File: config.mk
export PLATFORM = sky130hd
export DESIGN_NAME = relu_stream_arbiter
export DESIGN_NICKNAME = d
export VERILOG_FILES = /design/src/rtl/relu_stream_arbiter.sv
export SDC_FILE = /design/constraint.sdc
export NUM_CORES = 1
export LEC_CHECK = 0
export BUFFER_PORTS_ARGS = -buffer_cell sky130_fd_sc_hd__clkbuf_2
export CORE_MARGIN = 1.5
export CORE_UTILIZATION = 40
export DETAILED_ROUTE_END_ITERATION = 8
export PLACE_DENSITY_LB_ADDON = 0.15
export SLEW_MARGIN = 20
export SYNTH_ARGS = -nofsm -noshare
export SYNTH_HDL_FRONTEND = slang
export SYNTH_SLANG_ARGS = --single-unit
File: constraint.sdc
create_clock -name clk -period 1.7 [get_ports clk]
set_input_delay 0.17 -clock clk [delete_from_list [all_inputs] [get_ports clk]]
set_output_delay 0.17 -clock clk [all_outputs]
set_load 0.01 [all_outputs]
File: src/rtl/relu_stream_arbiter.sv
// relu_stream_arbiter: packet-granular round-robin mux that shares one ReLu
// pipeline between NUM_CH convolution output streams. The grant is taken on a
// sop request and held until the granted channel's eop beat is accepted. The
// forwarded beat sits in a single output register with its framing and tag.
module relu_stream_arbiter #(
  parameter int NUM_CH     = 4,
  parameter int DATA_WIDTH = 8,
  parameter int CH_W       = $clog2(NUM_CH)
) (
  input  logic                         clk,
  input  logic                         reset_n,
  input  logic [NUM_CH*DATA_WIDTH-1:0] data_i,
  input  logic [NUM_CH-1:0]            valid_i,
  input  logic [NUM_CH-1:0]            sop_i,
  input  logic [NUM_CH-1:0]            eop_i,
  input  logic [NUM_CH-1:0]            sof_i,
  input  logic [NUM_CH-1:0]            eof_i,
  output logic [NUM_CH-1:0]            ready_o,
  input  logic                         ready_i,
  output logic [DATA_WIDTH-1:0]        data_o,
  output logic                         valid_o,
  output logic                         sop_o,
  output logic                         eop_o,
  output logic                         sof_o,
  output logic                         eof_o,
  output logic [CH_W-1:0]              ch_o,
  output logic                         busy_o,
  output logic                         err_o
);

  typedef enum logic {IDLE, LOCK} state_t;

  state_t                  state_q, state_d;
  logic [CH_W-1:0]         gnt_q, gnt_d;
  logic [CH_W-1:0]         ptr_q, ptr_d;
  logic                    first_q, first_d;
  logic                    valid_q, valid_d;
  logic [DATA_WIDTH-1:0]   data_q, data_d;
  logic                    sop_q, sop_d;
  logic                    eop_q, eop_d;
  logic                    sof_q, sof_d;
  logic                    eof_q, eof_d;
  logic [CH_W-1:0]         ch_q, ch_d;
  logic                    err_q, err_d;

  logic [DATA_WIDTH-1:0]   ch_data [NUM_CH];
  logic [NUM_CH-1:0]       req;
  logic [NUM_CH-1:0]       ready_int;
  logic                    out_free;
  logic [CH_W:0]           pick;
  logic                    accept;

  // First requesting channel at or after p (wrapping); MSB flags "found".
  function automatic logic [CH_W:0] rr_pick(input logic [NUM_CH-1:0] r,
                                            input logic [CH_W-1:0]   p);
    logic [CH_W:0]   res;
    logic [CH_W-1:0] idx;
    res = '0;
    // Walk from farthest to nearest so the nearest requester wins.
    for (int i = NUM_CH - 1; i >= 0; i--) begin
      idx = CH_W'((int'(p) + i) % NUM_CH);
      if (r[idx]) res = {1'b1, idx};
    end
    return res;
  endfunction

  // Wrap-around successor of a channel index.
  function automatic logic [CH_W-1:0] next_ch(input logic [CH_W-1:0] c);
    return (c == CH_W'(NUM_CH - 1)) ? '0 : c + 1'b1;
  endfunction

  // The output register can take a new beat when empty or being drained.
  assign out_free = ~valid_q | ready_i;

  genvar gi;
  generate
    for (gi = 0; gi < NUM_CH; gi++) begin : g_ch
      assign ch_data[gi]   = data_i[gi*DATA_WIDTH +: DATA_WIDTH];
      assign req[gi]       = valid_i[gi] & sop_i[gi];
      assign ready_int[gi] = (state_q == LOCK) && (gnt_q == CH_W'(gi)) && out_free;
      // Held low during reset so no source believes a beat was taken.
      assign ready_o[gi]   = ready_int[gi] & reset_n;
    end
  endgenerate

  assign pick   = rr_pick(req, ptr_q);
  assign accept = valid_i[gnt_q] & ready_int[gnt_q];

  // Next-state logic: arbitration in IDLE, beat transfer and release in LOCK.
  always_comb begin
    state_d = state_q;
    gnt_d   = gnt_q;
    ptr_d   = ptr_q;
    first_d = first_q;
    valid_d = valid_q;
    data_d  = data_q;
    sop_d   = sop_q;
    eop_d   = eop_q;
    sof_d   = sof_q;
    eof_d   = eof_q;
    ch_d    = ch_q;
    err_d   = 1'b0;

    // Downstream took the held beat and nothing replaces it.
    if (ready_i) valid_d = 1'b0;

    case (state_q)
      IDLE: begin
        if (pick[CH_W]) begin
          gnt_d   = pick[CH_W-1:0];
          state_d = LOCK;
          first_d = 1'b1;
        end
      end
      LOCK: begin
        if (accept) begin
          valid_d = 1'b1;
          data_d  = ch_data[gnt_q];
          sop_d   = sop_i[gnt_q];
          eop_d   = eop_i[gnt_q];
          sof_d   = sof_i[gnt_q];
          eof_d   = eof_i[gnt_q];
          ch_d    = gnt_q;
          // A sop after the grant's first beat is a framing violation.
          err_d   = sop_i[gnt_q] & ~first_q;
          first_d = 1'b0;
          if (eop_i[gnt_q]) begin
            state_d = IDLE;
            ptr_d   = next_ch(gnt_q);
          end
        end
      end
      default: state_d = IDLE;
    endcase
  end

  // State and output registers with synchronous active-low reset.
  always_ff @(posedge clk) begin
    if (!reset_n) begin
      state_q <= IDLE;
      gnt_q   <= '0;
      ptr_q   <= '0;
      first_q <= 1'b0;
      valid_q <= 1'b0;
      data_q  <= '0;
      sop_q   <= 1'b0;
      eop_q   <= 1'b0;
      sof_q   <= 1'b0;
      eof_q   <= 1'b0;
      ch_q    <= '0;
      err_q   <= 1'b0;
    end else begin
      state_q <= state_d;
      gnt_q   <= gnt_d;
      ptr_q   <= ptr_d;
      first_q <= first_d;
      valid_q <= valid_d;
      data_q  <= data_d;
      sop_q   <= sop_d;
      eop_q   <= eop_d;
      sof_q   <= sof_d;
      eof_q   <= eof_d;
      ch_q    <= ch_d;
      err_q   <= err_d;
    end
  end

  assign data_o  = data_q;
  assign valid_o = valid_q;
  assign sop_o   = sop_q;
  assign eop_o   = eop_q;
  assign sof_o   = sof_q;
  assign eof_o   = eof_q;
  assign ch_o    = ch_q;
  assign busy_o  = (state_q == LOCK);
  assign err_o   = err_q;

endmodule

==> qor.yml <==
synthArstFlopShare_pct: 0
critPathMaxFanout: 7
rows: 21
overflow: 0
antenna_found_initial: 0
syn-cell-area_mm2: 0.00140
synth_ff_type: "dfxtp_1"
grt_pass1_wl_um: 7490
synthToLayoutAreaGrowth_pct: 57.9
grt_pass1_vias: 1577
yosysSeqAreaShare_pct: 31.4
gp_congestion: 0.905
ys_ff_latch: 22
fillers: 283
ys_warn_count: 0
die_w_um: 62.2
hold_buffers: 0
vias: 1628
grt_max_degree: 19
antenna_cells: 0
critPathSlowestCell: "mux4_2"
crit_type: "reg -> reg"
final-hold-violation-count: 0
grt.total_usage_pct: 24.2
cp-end-kind: "flop"
io_buffers: 75
clk_latency_ps: 330
finalClockSkew_ps: 3.74
vias_per_cell: 5.61
cts.clk_slew.worst_paths_ps: 150
path_cells: "inv_6 -> ha_4 -> nand2_4 -> mux4_2 -> buf_12 -> o21ai_2 -> a21oi_1"
leakagePower_nw: 0.952
syn_inst: 153
final_common_cell: "clkbuf_2"
drive_gt1_share_pct: 57.8
max_stage_delay_ps: 590
final_util_pct: 66.3
cts_root_buffer: "clkbuf_4"
hp-class: "in -> reg"
setup_viol: 9
drc: 0
cp.required_ps: 1950
initial_core_util_pct: 42.0
period_needed_ps: 1740
die_h_um: 62.2
drv_cap: 0
wirelength_um: 4770
powerDensity_mw_per_mm2: 671
clk_path_buf_depth: 2
cts_tree: "yes"
cts-htree-levels: 1
worstPathArrival_ps: 1990
ir_worst_vdd_mv: 0.425
io_pins: 76
synth_cell_types: 34
wire_per_inst_um: 16.5
core_area_mm2: 0.00334
final_cell_mix: "clkbuf_2, dfxtp_1, buf_4, nand2_1"
slew_headroom_pct: 61.1
place_hpwl_um: 3480
period_share_pct: 103
violations: "negative setup slack"
finalPower_mw: 1.49
fin_nets: 304
cts_made_buffers: 3
syn_nets: 212
layout_setup_ws_ps: -43.2
synth_edf_count: 0
fmax_mhz: 574
tightest_slew_ps: 582
drt_first_pass_iters: 4
status: "complete, but fails checks"
maxSlewViolCount: 0
synth.avg_cell_area_um2: 9.16
antenna_left: 0
drt_iter0_drc: 103
grt_setup_unrepaired: "true"
critPathLaunchType: "flop"
die_area_mm2: 0.00387
cts_sinks: 22
-- worst paths after layout --
check	startpoint	to	slack, ps	cells past startpoint
worst min register to register	first_q	first_q	470	2
worst max-delay path	gnt_q[1]	data_o[3]	-40	7
worst max register to register	gnt_q[1]	data_o[3]	-40	7
worst min-delay path	ready_i	valid_o	170	3
-- per-layer routing --
| layer | global-route usage, % | wire [um] | vias up |
|---|---|---|---|
| met5 | 0 | 0 | - |
| met4 | 9.17 | 64 | 0 |
| met3 | 4.53 | 386 | 5 |
| met2 | 39.1 | 2410 | 73 |
| met1 | 32.3 | 1910 | 782 |
| li1 | - | - | 768 |
-- flip-flops by register name (all words and copies together), names as in the netlist --
name,flops
eop_o,1
err_o,1
busy_o,1
data_o,8
valid_o,1
first_q,1
ptr_q,2
gnt_q,2
ch_o,2
sop_o,1
sof_o,1
eof_o,1
-- layout make-up --
class	instances	area, um2	area share (%)
multi-input cells	116	1070	48.5
repair buffers	97	561	25.3
flip-flops and latches	22	448	20.2
well taps	46	57.6	2.60
clock buffers	4	47.5	2.15
inverters	5	26.3	1.19
-- kinds of logic after synthesis --
| family | Yosys count | share of synthesized area (%) |
|---|---|---|
| buffers and inverters | 16 | 4.91 |
| flip-flops | 22 | 31.4 |
| AND/OR/NAND/NOR | 49 | 17.3 |
| adder cells (fa/ha/maj) | 4 | 3.57 |
| multiplexers | 16 | 23.0 |
| AO/OA/AOI/OAI | 46 | 19.7 |
-- where the power goes --
group          total, mW  internal (mW)  switching [mW]
logic              0.528          0.263           0.264
registers          0.582          0.550          0.0314
clock network      0.376          0.180           0.196
-- per-stage QoR --
| stage | area, um2 | setup TNS (ps) | hold WS (ps) | instances | worst slack, ps |
|---|---|---|---|---|---|
| after floorplan | 1410 | 0 | 388 | 153 | 19.6 |
| final | 2210 | -306 | 175 | 290 | -43.2 |
| after detailed placement | 1900 | -265 | 445 | 278 | -67.8 |
| after CTS | 2080 | -93.1 | 185 | 286 | -16.4 |
| after global placement | 1900 | -18.4 | 442 | 278 | -12.6 |
| after global routing | 2210 | -924 | 182 | 290 | -103 |
-- timing repair --
item,4_1_cts,5_1_grt
pin swaps,5,8
gates resized for setup,21,19
gates cloned,0,1
endpoints found under the setup margin,18,20
buffers inserted,4,3
-- cells in the mapped netlist, types with 2 or more instances --
cell type   n  share of area [%]
o32ai_1     2                1.3
nand3_1    13                4.6
buf_2       4                1.4
o21ai_1    10                3.6
ha_1        4                3.6
mux2i_1     3                2.1
inv_1       4                1.1
o21ai_0     8                2.9
o2bb2ai_1   2                1.3
and2_1      6                2.7
nand2_1    18                4.8
nor2_1      2               0.54
dfxtp_1    22                 31
a21oi_1    15                5.4
and3_1      4                1.8
clkbuf_1    6                1.6
mux4_2     13                 21
-- critical path, delay by kind of cell (launching register included) --
| family | cells | cell delay (ps) |
|---|---|---|
| buffers and inverters | 2 | 270 |
| muxes | 1 | 590 |
| DFF | 1 | 410 |
| AOI/OAI and AO/OA | 2 | 180 |
| and+or+nand+nor | 1 | 40 |
| adders and majority gates | 1 | 150 |
No activity file was read; power rests on OpenSTA's default activity.
